`config.mk`:
```
export PLATFORM = sky130hd
export DESIGN_NAME = orb_kp_arbiter
export DESIGN_NICKNAME = d
export VERILOG_FILES = /design/src/rtl/orb_kp_pkg.sv /design/src/rtl/orb_kp_fifo.sv /design/src/rtl/orb_kp_arbiter.sv
export SDC_FILE = /design/constraint.sdc
export NUM_CORES = 1
export LEC_CHECK = 0
export CAP_MARGIN = 20
export CELL_PAD_IN_SITES_DETAIL_PLACEMENT = 0
export CELL_PAD_IN_SITES_GLOBAL_PLACEMENT = 1
export CORE_MARGIN = 2
export CORE_UTILIZATION = 36
export DETAILED_ROUTE_END_ITERATION = 7
export PLACE_DENSITY = 0.63
export RECOVER_POWER = 50
export SYNTH_ARGS = -nofsm -noshare
export SYNTH_HDL_FRONTEND = slang
export SYNTH_HIERARCHICAL = 1
export SYNTH_SLANG_ARGS = --single-unit
```
`constraint.sdc`:
```
create_clock -name clk -period 19.6 [get_ports clk]
set_input_delay 2.94 -clock clk [delete_from_list [all_inputs] [get_ports clk]]
set_output_delay 2.94 -clock clk [all_outputs]
set_load 0.05 [all_outputs]
```
`src/rtl/orb_kp_pkg.sv`:
```
// rtl/orb_kp_pkg.sv - shared widths, keypoint record and frame state for the keypoint arbiter
package orb_kp_pkg;

    localparam int KP_W  = 20;
    localparam int MOM_W = 21;
    localparam int CNT_W = 14;

    typedef struct packed {
        logic [KP_W-1:0]  kp;
        logic [MOM_W-1:0] m10;
        logic [MOM_W-1:0] m01;
    } kp_rec_t;

    typedef enum logic [1:0] {
        IDLE  = 2'd0,
        RUN   = 2'd1,
        DRAIN = 2'd2,
        DONE  = 2'd3
    } state_t;

endpackage

```
`src/rtl/orb_kp_fifo.sv`:
```
// rtl/orb_kp_fifo.sv - show-ahead synchronous FIFO of keypoint records
module orb_kp_fifo
    import orb_kp_pkg::*;
#(
    parameter int DEPTH = 4
) (
    input  logic    clk,
    input  logic    rst,
    input  logic    wr_en,
    input  kp_rec_t wr_data,
    input  logic    rd_en,
    output kp_rec_t rd_data,
    output logic    full,
    output logic    empty
);

    localparam int AW = $clog2(DEPTH);
    localparam logic [AW:0] PTR_ONE = 1;

    kp_rec_t     mem [DEPTH];
    logic [AW:0] wr_ptr;
    logic [AW:0] rd_ptr;

    // Pointers carry one extra wrap bit so full and empty are distinguishable.
    always_ff @(posedge clk) begin
        if (rst) begin
            wr_ptr <= '0;
            rd_ptr <= '0;
        end else begin
            if (wr_en && !full) wr_ptr <= wr_ptr + PTR_ONE;
            if (rd_en && !empty) rd_ptr <= rd_ptr + PTR_ONE;
        end
    end

    // Storage has no reset; only the pointers define what is valid.
    always_ff @(posedge clk) begin
        if (wr_en && !full) mem[wr_ptr[AW-1:0]] <= wr_data;
    end

    assign rd_data = mem[rd_ptr[AW-1:0]];
    assign empty   = (wr_ptr == rd_ptr);
    assign full    = (wr_ptr[AW] != rd_ptr[AW]) && (wr_ptr[AW-1:0] == rd_ptr[AW-1:0]);

endmodule

```
`src/rtl/orb_kp_arbiter.sv`:
```
// rtl/orb_kp_arbiter.sv - merges two FAST corner streams into one keypoint port (ORB_KP_FIXED_PRIO_EN selects strict fast1 priority)
module orb_kp_arbiter
    import orb_kp_pkg::*;
#(
    parameter int FIFO_DEPTH = 4,
    parameter int MAX_KP     = 8191
) (
    input  logic             clk,
    input  logic             rst,
    input  logic             start,
    input  logic             frame_end,
    input  logic             s1_valid,
    output logic             s1_ready,
    input  logic [KP_W-1:0]  s1_kp,
    input  logic [MOM_W-1:0] s1_m10,
    input  logic [MOM_W-1:0] s1_m01,
    input  logic             s2_valid,
    output logic             s2_ready,
    input  logic [KP_W-1:0]  s2_kp,
    input  logic [MOM_W-1:0] s2_m10,
    input  logic [MOM_W-1:0] s2_m01,
    output logic             m_valid,
    input  logic             m_ready,
    output logic [KP_W-1:0]  m_kp,
    output logic [MOM_W-1:0] m_m10,
    output logic [MOM_W-1:0] m_m01,
    output logic             m_src,
    output logic [CNT_W-1:0] num_kp1,
    output logic [CNT_W-1:0] num_kp2,
    output logic             busy,
    output logic             done,
    output logic             overflow
);

    localparam logic [CNT_W-1:0] MAX_KP_C = CNT_W'(MAX_KP);

    state_t           state;
    logic [CNT_W-1:0] acc_cnt;
    kp_rec_t          f1_rdata;
    kp_rec_t          f2_rdata;
    logic             f1_full, f1_empty, f2_full, f2_empty;
    logic             acc1, acc2, keep1, keep2, drop;
    logic             load, sel;

    // Sources may only push while the frame is running and their FIFO has room.
    always_comb begin
        s1_ready = (state == RUN) && !f1_full;
        s2_ready = (state == RUN) && !f2_full;
        acc1     = s1_valid && s1_ready;
        acc2     = s2_valid && s2_ready;
        // fast1 claims the last free slot first when both arrive together
        keep1    = acc1 && (acc_cnt < MAX_KP_C);
        keep2    = acc2 && ((acc_cnt + CNT_W'(keep1)) < MAX_KP_C);
        drop     = (acc1 && !keep1) || (acc2 && !keep2);
    end

    orb_kp_fifo #(.DEPTH(FIFO_DEPTH)) u_fifo1 (
        .clk     (clk),
        .rst     (rst),
        .wr_en   (keep1),
        .wr_data ('{kp: s1_kp, m10: s1_m10, m01: s1_m01}),
        .rd_en   (load && !sel),
        .rd_data (f1_rdata),
        .full    (f1_full),
        .empty   (f1_empty)
    );

    orb_kp_fifo #(.DEPTH(FIFO_DEPTH)) u_fifo2 (
        .clk     (clk),
        .rst     (rst),
        .wr_en   (keep2),
        .wr_data ('{kp: s2_kp, m10: s2_m10, m01: s2_m01}),
        .rd_en   (load && sel),
        .rd_data (f2_rdata),
        .full    (f2_full),
        .empty   (f2_empty)
    );

    assign load = (!m_valid || m_ready) && (!f1_empty || !f2_empty);

`ifdef ORB_KP_FIXED_PRIO_EN
    assign sel = f1_empty;
`else
    logic rr_last;

    assign sel = f1_empty ? 1'b1 : (f2_empty ? 1'b0 : ~rr_last);

    // Remember the last granted source; starts as fast2 so fast1 wins the first tie.
    always_ff @(posedge clk) begin
        if (rst) rr_last <= 1'b1;
        else if (load) rr_last <= sel;
    end
`endif

    // Output register: refills whenever empty or being consumed, holds otherwise.
    always_ff @(posedge clk) begin
        if (rst) begin
            m_valid <= 1'b0;
            m_kp    <= '0;
            m_m10   <= '0;
            m_m01   <= '0;
            m_src   <= 1'b0;
        end else if (load) begin
            m_valid <= 1'b1;
            m_kp    <= sel ? f2_rdata.kp  : f1_rdata.kp;
            m_m10   <= sel ? f2_rdata.m10 : f1_rdata.m10;
            m_m01   <= sel ? f2_rdata.m01 : f1_rdata.m01;
            m_src   <= sel;
        end else if (m_ready) begin
            m_valid <= 1'b0;
        end
    end

    // Frame sequencing, accepted-record count and sticky drop flag.
    always_ff @(posedge clk) begin
        if (rst) begin
            state    <= IDLE;
            acc_cnt  <= '0;
            overflow <= 1'b0;
        end else begin
            case (state)
                IDLE: if (start) begin
                    state    <= RUN;
                    acc_cnt  <= '0;
                    overflow <= 1'b0;
                end
                RUN: begin
                    acc_cnt <= acc_cnt + CNT_W'(keep1) + CNT_W'(keep2);
                    if (drop) overflow <= 1'b1;
                    if (frame_end) state <= DRAIN;
                end
                DRAIN: if (f1_empty && f2_empty && !m_valid) state <= DONE;
                default: state <= IDLE;
            endcase
        end
    end

    // Per-source emitted counts, cleared when a new frame starts.
    always_ff @(posedge clk) begin
        if (rst) begin
            num_kp1 <= '0;
            num_kp2 <= '0;
        end else if (state == IDLE && start) begin
            num_kp1 <= '0;
            num_kp2 <= '0;
        end else if (m_valid && m_ready) begin
            if (m_src) num_kp2 <= num_kp2 + CNT_W'(1);
            else       num_kp1 <= num_kp1 + CNT_W'(1);
        end
    end

    assign busy = (state == RUN) || (state == DRAIN);
    assign done = (state == DONE);

endmodule
```
==> results of run 1 <==
[per-stage QoR]
step	total power [mW]	hold WS, ns	instances	instance area, um2
2_1_floorplan	2.31	0.437	1335	24000
3_3_place_gp	2.64	0.450	2361	27000
3_5_place_dp	2.66	0.456	2362	27100
4_1_cts	3.90	0.469	2487	29200
5_1_grt	4.02	0.485	2491	29200
6_report	3.84	0.472	2497	29200
[placed cells by master, fill, tap and decap left out, drive strengths merged, types with 12 or more instances in the layout]
cell	Yosys	final
dlygate4sd3	0	127
nand3	22	22
a222oi	62	62
edfxtp	496	496
o211ai	12	12
xnor2	13	13
xor2	23	23
ha	20	20
clkdlybuf4s50	0	99
buf	37	12
nor2	117	117
clkbuf	40	102
o21ai	25	25
clkinv	0	19
mux4	124	124
inv	22	24
nand2	39	39
dfxtp	126	126
a21oi	18	18
[cell families after synthesis]
family	after synthesis
DFF	622
and+or+nand+nor	258
AOI/OAI and AO/OA	170
muxes	130
buffers and inverters	99
xor gates and xnor gates	36
adders and majority gates	20
[synth_stat cells, drive strengths merged, types with 3 or more instances]
cell type / number
a211o: 8
a211oi: 4
a21oi: 18
a222oi: 62
a22oi: 3
a31o: 3
a31oi: 11
a41oi: 5
and2: 8
and3: 9
buf: 37
clkbuf: 40
dfxtp: 126
edfxtp: 496
ha: 20
inv: 22
mux2i: 5
mux4: 124
nand2: 39
nand2b: 5
nand3: 22
nand3b: 5
nand4: 11
nor2: 117
nor2b: 3
nor3: 7
nor3b: 8
nor4: 3
o2111ai: 5
o211ai: 12
o21ai: 25
or3: 11
or4: 3
xnor2: 13
xor2: 23
[layout make-up]
class | count | area share, %
diodes | 10 | 0.0857
clock buffers | 100 | 6.59
clock inverters | 25 | 0.763
inverters | 22 | 0.283
multi-input cells | 614 | 20.8
flip-flops and latches | 622 | 59.7
well taps | 864 | 3.70
repair buffers | 240 | 8.08
[power breakdown]
part	internal (mW)	switching, mW
logic	0.373	0.623
registers	1.54	0.0785
clock network	0.713	0.514
total	2.62	1.22
[worst paths after layout]
path / endpoint / slack, ns
worst min register to register: rr_last / 0.47
worst max register to register: acc_cnt[8] / 13.60
worst max-delay path: acc_cnt[8] / 12.11
worst min-delay path: rr_last / 0.47
[state kept, by name, indices dropped and copies added (netlist names), named ones only]
register,count
u_fifo2/wr_ptr,3
m_m10,21
num_kp1,14
u_fifo2/rd_ptr,3
state,2
num_kp2,14
u_fifo1/wr_ptr,3
rr_last,1
u_fifo1/mem,248
m_kp,20
m_src,1
u_fifo2/mem,248
acc_cnt,14
m_valid,1
u_fifo1/rd_ptr,3
overflow,1
m_m01,21
[metal layers]
metal,vias up,global-route usage [%],wire (um)
met2,391,28.4,28500
li1,5928,-,-
met3,124,4.91,4190
met5,-,0,186
met4,30,4.43,1340
met1,6823,21.7,23900
[worst max-delay path, stage by stage]
cell and delay, ns:
dlygate4sd3_1 0.57, nand2_1 0.07, nor2_1 0.35, ha_1 0.41, ha_1 0.43, inv_1 0.17, or3_1 0.44, o21ai_1 0.17
a21oi_2 0.11, or4b_1 0.56, and3_1 0.32, ha_1 0.28, ha_1 0.25, inv_1 0.11, a211oi_1 0.08, or2_2 0.34
a31o_2 0.25, a31oi_1 0.15
==> impl_metrics.env, run 1 <==
export IMPL_ios=228
export IMPL_grt_usage_pct=17.0
export IMPL_cts_made_buffers=69
export IMPL_grt_first_pass_wirelength_um=85900
export IMPL_drt_iter0_drc=1057
export IMPL_syn_inst=1335
export IMPL_finalHoldViolations=0
export IMPL_final_nets=1720
export IMPL_status="finished, violations left"
export IMPL_clk_latency_ns=0.60
export IMPL_cp_end_kind="flop"
export IMPL_synth_enable_flop_cells=496
export IMPL_dieArea_um2=68600
export IMPL_fmax_mhz=134
export IMPL_coreArea_um2=65900
export IMPL_multi_input_area_um2=6080
export IMPL_grt_pass1_vias=13500
export IMPL_worstPathArrival_ns=8.01
export IMPL_slew_viol_final=93
export IMPL_leakage_nw=9.21
export IMPL_fin_ws_ns=12.11
export IMPL_seq_area_frac_synth_pct=72.7
export IMPL_peakVddDrop_v=0.000297
export IMPL_cts_root_buffer="clkbuf_16"
export IMPL_slew_limit_headroom_pct=-94.2
export IMPL_fill_cells=5769
export IMPL_cts_tree="yes"
export IMPL_critPathLaunchType="primary input"
export IMPL_cts_resized_gates=0
export IMPL_crit_fanout=9
export IMPL_drc_errors=0
export IMPL_syn_area_um2=24000
export IMPL_syn_avg_cell_area_um2=17.9
export IMPL_synth_area_mux_share_pct=11.9
export IMPL_critPathKind="in -> reg"
export IMPL_hold_path_class="reg -> reg"
export IMPL_drive_gt1_share_pct=16.0
export IMPL_rsz0062_at_grt="false"
export IMPL_worstRegToRegCells=21
export IMPL_place_congestion=0.759
export IMPL_synth_cell_types=64
export IMPL_clk_pin_slew_ns=0.06
export IMPL_synthXorXnorAreaFrac_pct=1.32
export IMPL_vias=13300
export IMPL_hold_start="rr_last"
export IMPL_synth_compound_area_share_pct=5.66
export IMPL_place_ws_ns=11.57
export IMPL_clock_path_buffers=3
export IMPL_die_x_um=262
export IMPL_syn_num_nets=1486
export IMPL_synth_top_flop_cell="edfxtp_1"
export IMPL_htreeDepth=3
export IMPL_die_h_um=262
export IMPL_antenna_found_initial=37
export IMPL_vias_per_cell=5.32
export IMPL_grt_max_degree=76
export IMPL_netlist_area_leader_share_pct=62.2
export IMPL_postSynthRegisterBits=622
export IMPL_yosysTopAreaCell="edfxtp_1"
export IMPL_p_per_area_nw_per_um2=132
export IMPL_setup_viol=0
export IMPL_holdPathStages=1
export IMPL_hpwl_um=33600
export IMPL_wire_per_inst_um=23.3
export IMPL_critPathLaunch="s1_valid"
export IMPL_min_period_ns=7.49
export IMPL_fin_tns_setup_ns=0
export IMPL_finish_utilization_pct=44.3
export IMPL_yosysWarnings=6
export IMPL_ff_latch_area_um2=17400
export IMPL_area_growth_pct=21.9
export IMPL_post_cts_buffers=0
export IMPL_synth_simple_gate_area_share_pct=5.20
export IMPL_timing_final_crit_share_pct=38.2
export IMPL_synth_adder_area_share_pct=1.04
export IMPL_routed_wl_um=58100
export IMPL_portBuffers=227
export IMPL_skew_ns=0.0191
export IMPL_start_util_pct=36.4
export IMPL_critPathRequiredTime_ns=20.12
export IMPL_drt_pass1_iter_count=6
export IMPL_maxCapViolations=4
export IMPL_holdBufCountCts=0
export IMPL_grt_overflow=0
export IMPL_row_count=94
export IMPL_yosys_top_cells_area="edfxtp_1 62%, mux4_2 12%, dfxtp_1 11%, a222oi_1 2.6%, nor2_1 1.8%"
export IMPL_violations="capacitance limit, slew limit"
export IMPL_postRouteAntennaNets=0
export IMPL_async_flop_share_pct=0
export IMPL_tightest_slew_ns=2.91
export IMPL_cts_sinks=622
export IMPL_r2r_start="u_fifo1/wr_ptr[1]"
export IMPL_synth_top_family_by_area="multiplexers"
Note: power is estimated with default switching activity, not from simulation.
==> run 2: changes to the inputs <==
==> constraint.sdc (replaced) <==
create_clock -name clk -period 7.7 [get_ports clk]
set_input_delay 1.155 -clock clk [delete_from_list [all_inputs] [get_ports clk]]
set_output_delay 1.155 -clock clk [all_outputs]
set_load 0.05 [all_outputs]
==> run 2 against run 1 <==
The run still ends with capacitance limit, slew limit left. Wire length rose by 0.88%. Register-to-register slack worse by 12 ns. Count of clock-buffer cells in the layout fell by 11. Sequential power grew to 2.5 times the previous value. Critical path type is now reg -> reg. Highest routed layer unchanged.
==> impl_metrics.env, run 2 (synthesis gave the netlist of run 1 again) <==
export IMPL_peakVddDrop_v=0.000494
export IMPL_grt_util_met1_pct=22.5
export IMPL_drc_errors=0
export IMPL_clock_path_buffers=3
export IMPL_rsz0062_at_grt="false"
export IMPL_fin_ws_ns=1.72
export IMPL_place_congestion=0.783
export IMPL_fill_cells=5714
export IMPL_timing_final_crit_share_pct=77.6
export IMPL_grt_overflow=0
export IMPL_wire_per_inst_um=23.4
export IMPL_hold_path_class="reg -> reg"
export IMPL_grt_usage_pct=17.2
export IMPL_path_cells="xnor2_1 -> nand2_1 -> nor2_1 -> nor2b_1 -> nand2_1 -> nor2_1 -> ha_1 -> ha_1 -> inv_1 -> or3_1 -> o21ai_1 -> a21oi_2 -> or4b_1 -> and3_1 -> ha_1 -> nand2_1 -> o21ai_0 -> a22oi_1 -> mux2_2 -> a22oi_1 -> nor2_1"
export IMPL_fin_tns_setup_ns=0
export IMPL_start_util_pct=36.4
export IMPL_ff_latch_area_um2=17400
export IMPL_cts_tree="yes"
export IMPL_vias=13300
export IMPL_clk_pin_slew_ns=0.06
export IMPL_htreeDepth=3
export IMPL_ios=228
export IMPL_path_buf_inv=1
export IMPL_holdBufCountCts=0
export IMPL_mostFrequentLayoutCell="edfxtp_1"
export IMPL_status="finished, violations left"
export IMPL_post_route_cell_area_um2=29400
export IMPL_cts_made_buffers=70
export IMPL_critPathLaunchType="flop"
export IMPL_drt_iter0_drc=1167
export IMPL_die_x_um=262
export IMPL_cpPeakStageDelay_ns=0.57
export IMPL_drive_gt1_share_pct=17.0
export IMPL_tightest_slew_ns=3.16
export IMPL_violations="capacitance limit, slew limit"
export IMPL_worstPathArrival_ns=6.36
export IMPL_critPathRequiredTime_ns=8.08
export IMPL_portBuffers=227
export IMPL_top_usage_layer="met2"
export IMPL_grtUsageMet2_pct=28.9
export IMPL_finalHoldViolations=0
export IMPL_grt_pass1_vias=13900
export IMPL_drt_pass1_iter_count=6
export IMPL_grt_max_degree=72
export IMPL_hpwl_um=33800
export IMPL_routed_wl_um=58600
export IMPL_met3_usage_pct=3.76
export IMPL_area_growth_pct=22.8
export IMPL_postRouteAntennaNets=0
export IMPL_slew_viol_final=105
export IMPL_fmax_mhz=167
export IMPL_multi_input_area_um2=6080
export IMPL_cp_end_kind="flop"
export IMPL_layout_common_cells="496 x edfxtp_1, 202 x dlygate4sd3_1, 124 x mux4_2"
export IMPL_die_h_um=262
export IMPL_setup_viol=0
export IMPL_row_count=94
export IMPL_leakage_nw=9.55
export IMPL_crit_fanout=9
export IMPL_maxCapViolations=2
export IMPL_grt_first_pass_wirelength_um=87200
export IMPL_clk_latency_ns=0.60
export IMPL_coreArea_um2=65900
export IMPL_dieArea_um2=68600
export IMPL_critPathKind="reg -> reg"
export IMPL_antenna_found_initial=29
export IMPL_post_cts_buffers=0
export IMPL_postPlaceCellArea_um2=27000
export IMPL_final_nets=1721
export IMPL_vias_per_cell=5.31
export IMPL_place_ws_ns=1.38
export IMPL_cts_root_buffer="clkbuf_16"
export IMPL_skew_ns=0.0221
export IMPL_min_period_ns=5.98
export IMPL_cts_sinks=622
export IMPL_slew_limit_headroom_pct=-111
export IMPL_p_per_area_nw_per_um2=339
export IMPL_cts_resized_gates=0
export IMPL_critical_path_top_delay_family="simple AND/OR/NAND/NOR gates"
export IMPL_critPathSlowestCell="or4b_1"
==> run 2: cell types whose count changed in the layout (fill, tap and decap cells not counted), sizes merged <==
cell / before / now
clkdlybuf4s50: 99 / 24
clkinvlp: 2 / 5
clkbuf: 102 / 92
bufinv: 2 / 5
buf: 12 / 11
dlygate4sd3: 127 / 202
clkinv: 19 / 26
inv: 24 / 26
==> run 2: stage by stage <==
stage	utilization (%)	instances	hold WS, ns	power (mW)
after floorplan	-	1335	0.437	5.89
after global placement	41.0	2360	0.447	6.74
after detailed placement	41.1	2361	0.451	6.78
after CTS	44.6	2490	0.464	10.1
after global routing	44.6	2492	0.487	10.4
final	44.6	2501	0.465	9.96
==> run 2: layout make-up <==
class | count | area share, %
Sequential cell | 622 | 59.3
Multi-Input combinational cell | 614 | 20.7
Timing Repair Buffer | 240 | 8.08
Clock buffer | 89 | 6.69
Tap cell | 864 | 3.68
Clock inverter | 40 | 1.22
Inverter | 22 | 0.281
Antenna cell | 10 | 0.0851
==> run 2: final timing paths <==
path	start	to	slack (ns)	cells past startpoint
worst min register to register	rr_last	rr_last	0.47	1
worst max register to register	u_fifo1/wr_ptr[1]	acc_cnt[3]	1.72	21
worst max-delay path	u_fifo1/wr_ptr[1]	acc_cnt[3]	1.72	21
worst min-delay path	rr_last	rr_last	0.47	1
==> run 2: power breakdown <==
part	internal, mW	switching, mW
sequential	3.91	0.188
clock	1.99	1.34
combinational	0.931	1.60
==> run 2: metal layers <==
layer,up-vias,share of wire [%]
met5,-,0.26
met4,24,2.0
met3,105,6.7
met2,366,49
met1,6874,42
li1,5915,-
==> run 3: changes to the inputs <==
==> constraint.sdc (replaced) <==
create_clock -name clk -period 5.51 [get_ports clk]
set_input_delay 0.8265 -clock clk [delete_from_list [all_inputs] [get_ports clk]]
set_output_delay 0.8265 -clock clk [all_outputs]
set_load 0.05 [all_outputs]
==> run 3 against run 2 <==
The run now ends clean. First-iteration DRC count up 2.8%. Clock power is 37% higher. Hold slack better by 0.0011 ns. Count of clock-buffer cells in the layout up 2. Design area about the same.
==> impl_metrics.env, run 3 (synthesis gave the netlist of run 1 again) <==
export IMPL_status="finished clean"
export IMPL_setup_viol=0
export IMPL_clock_path_buffers=3
export IMPL_area_growth_pct=22.8
export IMPL_vias=13300
export IMPL_layout_common_cells="496 x edfxtp_1, 204 x dlygate4sd3_1, 124 x mux4_2"
export IMPL_ff_latch_area_um2=17400
export IMPL_dieArea_um2=68600
export IMPL_pwr_share_clk_pct=32.8
export IMPL_dp_cells=2370
export IMPL_wl_met3_um=3400
export IMPL_grt_overflow=0
export IMPL_rsz0062_at_grt="false"
export IMPL_critPathRequiredTime_ns=6.04
export IMPL_hpwl_um=36100
export IMPL_routed_wl_um=58400
export IMPL_slew_limit_headroom_pct=29.4
export IMPL_ios=228
export IMPL_post_route_cell_area_um2=29400
export IMPL_postRouteAntennaNets=0
export IMPL_cts_root_buffer="clkbuf_16"
export IMPL_fill_cells=5736
export IMPL_row_count=94
export IMPL_holdBufCountCts=0
export IMPL_grt_usage_pct=17.0
export IMPL_clk_pin_slew_ns=0.06
export IMPL_p_per_area_nw_per_um2=472
export IMPL_wl_met2_um=29700
export IMPL_cts_tree="yes"
export IMPL_fmax_mhz=197
export IMPL_drt_iter0_drc=1200
export IMPL_leakage_nw=9.56
export IMPL_routed_top_layer="met5"
export IMPL_timing_final_crit_share_pct=92.2
export IMPL_p_comb_share_pct=25.7
export IMPL_mostFrequentLayoutCell="edfxtp_1"
export IMPL_skew_ns=0.0239
export IMPL_die_h_um=262
export IMPL_critPathLaunchType="flop"
export IMPL_cpMostUsedCell="ha_1"
export IMPL_drc_errors=0
export IMPL_final_nets=1728
export IMPL_multi_input_area_um2=6100
export IMPL_peakVddDrop_v=0.000447
export IMPL_finalHoldViolations=0
export IMPL_postPlaceCellArea_um2=27100
export IMPL_cp_end_kind="flop"
export IMPL_fin_cells=2500
export IMPL_cts_sinks=622
export IMPL_crit_fanout=7
export IMPL_vias_per_cell=5.31
export IMPL_slew_viol_final=0
export IMPL_switchingPower_mw=4.37
export IMPL_tightest_slew_ns=1.06
export IMPL_switching_share_pct=31.5
export IMPL_critPathKind="reg -> reg"
export IMPL_min_period_ns=5.08
export IMPL_fin_tns_setup_ns=0
export IMPL_portBuffers=227
export IMPL_grt_pass1_vias=13600
export IMPL_wl_met1_um=23800
export IMPL_coreArea_um2=65900
export IMPL_critPathSlowestCell="or4b_1"
export IMPL_clk_latency_ns=0.61
export IMPL_p_int_mw=9.51
export IMPL_wire_per_inst_um=23.4
export IMPL_grt_first_pass_wirelength_um=86600
export IMPL_htreeDepth=3
export IMPL_start_util_pct=36.4
export IMPL_cpPeakStageDelay_ns=0.56
export IMPL_maxCapViolations=0
export IMPL_drive_gt1_share_pct=17.0
export IMPL_worstPathArrival_ns=5.61
export IMPL_place_congestion=0.791
export IMPL_hold_path_class="reg -> reg"
export IMPL_drt_pass1_iter_count=8
export IMPL_path_cells="xnor2_1 -> nor2_1 -> nor2b_2 -> nand2_1 -> nor2_1 -> ha_2 -> ha_1 -> inv_1 -> or3_1 -> o21ai_1 -> a21oi_2 -> or4b_1 -> and3_1 -> ha_1 -> ha_1 -> inv_1 -> a211oi_1 -> or2_2 -> a31o_2 -> a31oi_1"
export IMPL_die_x_um=262
export IMPL_cts_made_buffers=69
export IMPL_grt_max_degree=70
export IMPL_seqPwrFrac_pct=41.5
export IMPL_antenna_found_initial=34
run 3: cell count changes in the layout (fill, tap and decap cells not counted), moves of 2 or more:
cell | previous run | this run
clkinvlp_4 | 5 | 2
xnor2_1 | 13 | 11
clkbuf_1 | 11 | 16
dlygate4sd3_1 | 202 | 204
clkinv_1 | 9 | 14
buf_12 | 0 | 2
clkinv_2 | 16 | 9
clkdlybuf4s50_1 | 24 | 22
xnor2_2 | 0 | 2
diode_2 | 10 | 3
clkbuf_16 | 73 | 71
buf_4 | 10 | 19
clkbuf_8 | 8 | 5
run 3: timing repair:
item / CTS / global route
buffers inserted: 0 / 0
resized for setup: 0 / 6
setup endpoints to repair: 0 / 45
run 3: path summary, 6_finish.rpt:
check | from | depth (start not counted) | end | slack [ns]
worst max-delay path | u_fifo1/wr_ptr[2] | 20 | acc_cnt[8] | 0.43
worst max register to register | u_fifo1/wr_ptr[2] | 20 | acc_cnt[8] | 0.43
worst min register to register | rr_last | 1 | rr_last | 0.47
worst min-delay path | rr_last | 1 | rr_last | 0.47
run 3: critical path: cells and delay by family (launching register included):
family	cells	cell delay, ns
adder cells (fa/ha/maj)	4	1.00
flip-flops	1	0.35
AND/OR/NAND/NOR	8	2.18
XOR/XNOR	1	0.49
AO/OA/AOI/OAI	5	0.76
buffers and inverters	2	0.23
run 3: area by class of cell:
type | instances | share of cell area [%]
multi-input combinational | 614 | 20.7
clock buffer | 91 | 6.46
antenna | 3 | 0.0255
timing repair buffer | 248 | 8.32
tap | 864 | 3.67
inverter | 22 | 0.281
clock inverter | 36 | 1.24
sequential | 622 | 59.3
run 3: per-layer routing:
| layer | global-route usage [%] | up-vias |
|---|---|---|
| met5 | 0 | - |
| met4 | 4.22 | 26 |
| li1 | - | 5924 |
| met3 | 4.50 | 135 |
| met1 | 21.3 | 6825 |
| met2 | 29.5 | 361 |
run 3: per-stage QoR:
stage          util [%]  setup slack [ns]  total power [mW]  hold slack (ns)
6_report           44.7             0.430              13.9            0.466
5_1_grt            44.7            0.0169              14.5            0.501
4_1_cts            44.6             0.216              14.2            0.465
3_5_place_dp       41.2             0.202              9.57            0.451
3_3_place_gp       41.2             0.255              9.51            0.447
2_1_floorplan         -           -0.0361              8.23            0.437
run 3: power groups by stage:
stage               clock, mW  sequential [mW]  combinational, mW
floorplan                   0             6.07               2.16
global placement            0             5.87               3.64
detailed placement          0             5.89               3.68
CTS                      4.68             5.79               3.69
global route             4.85             5.83               3.82
finish                   4.55             5.77               3.56
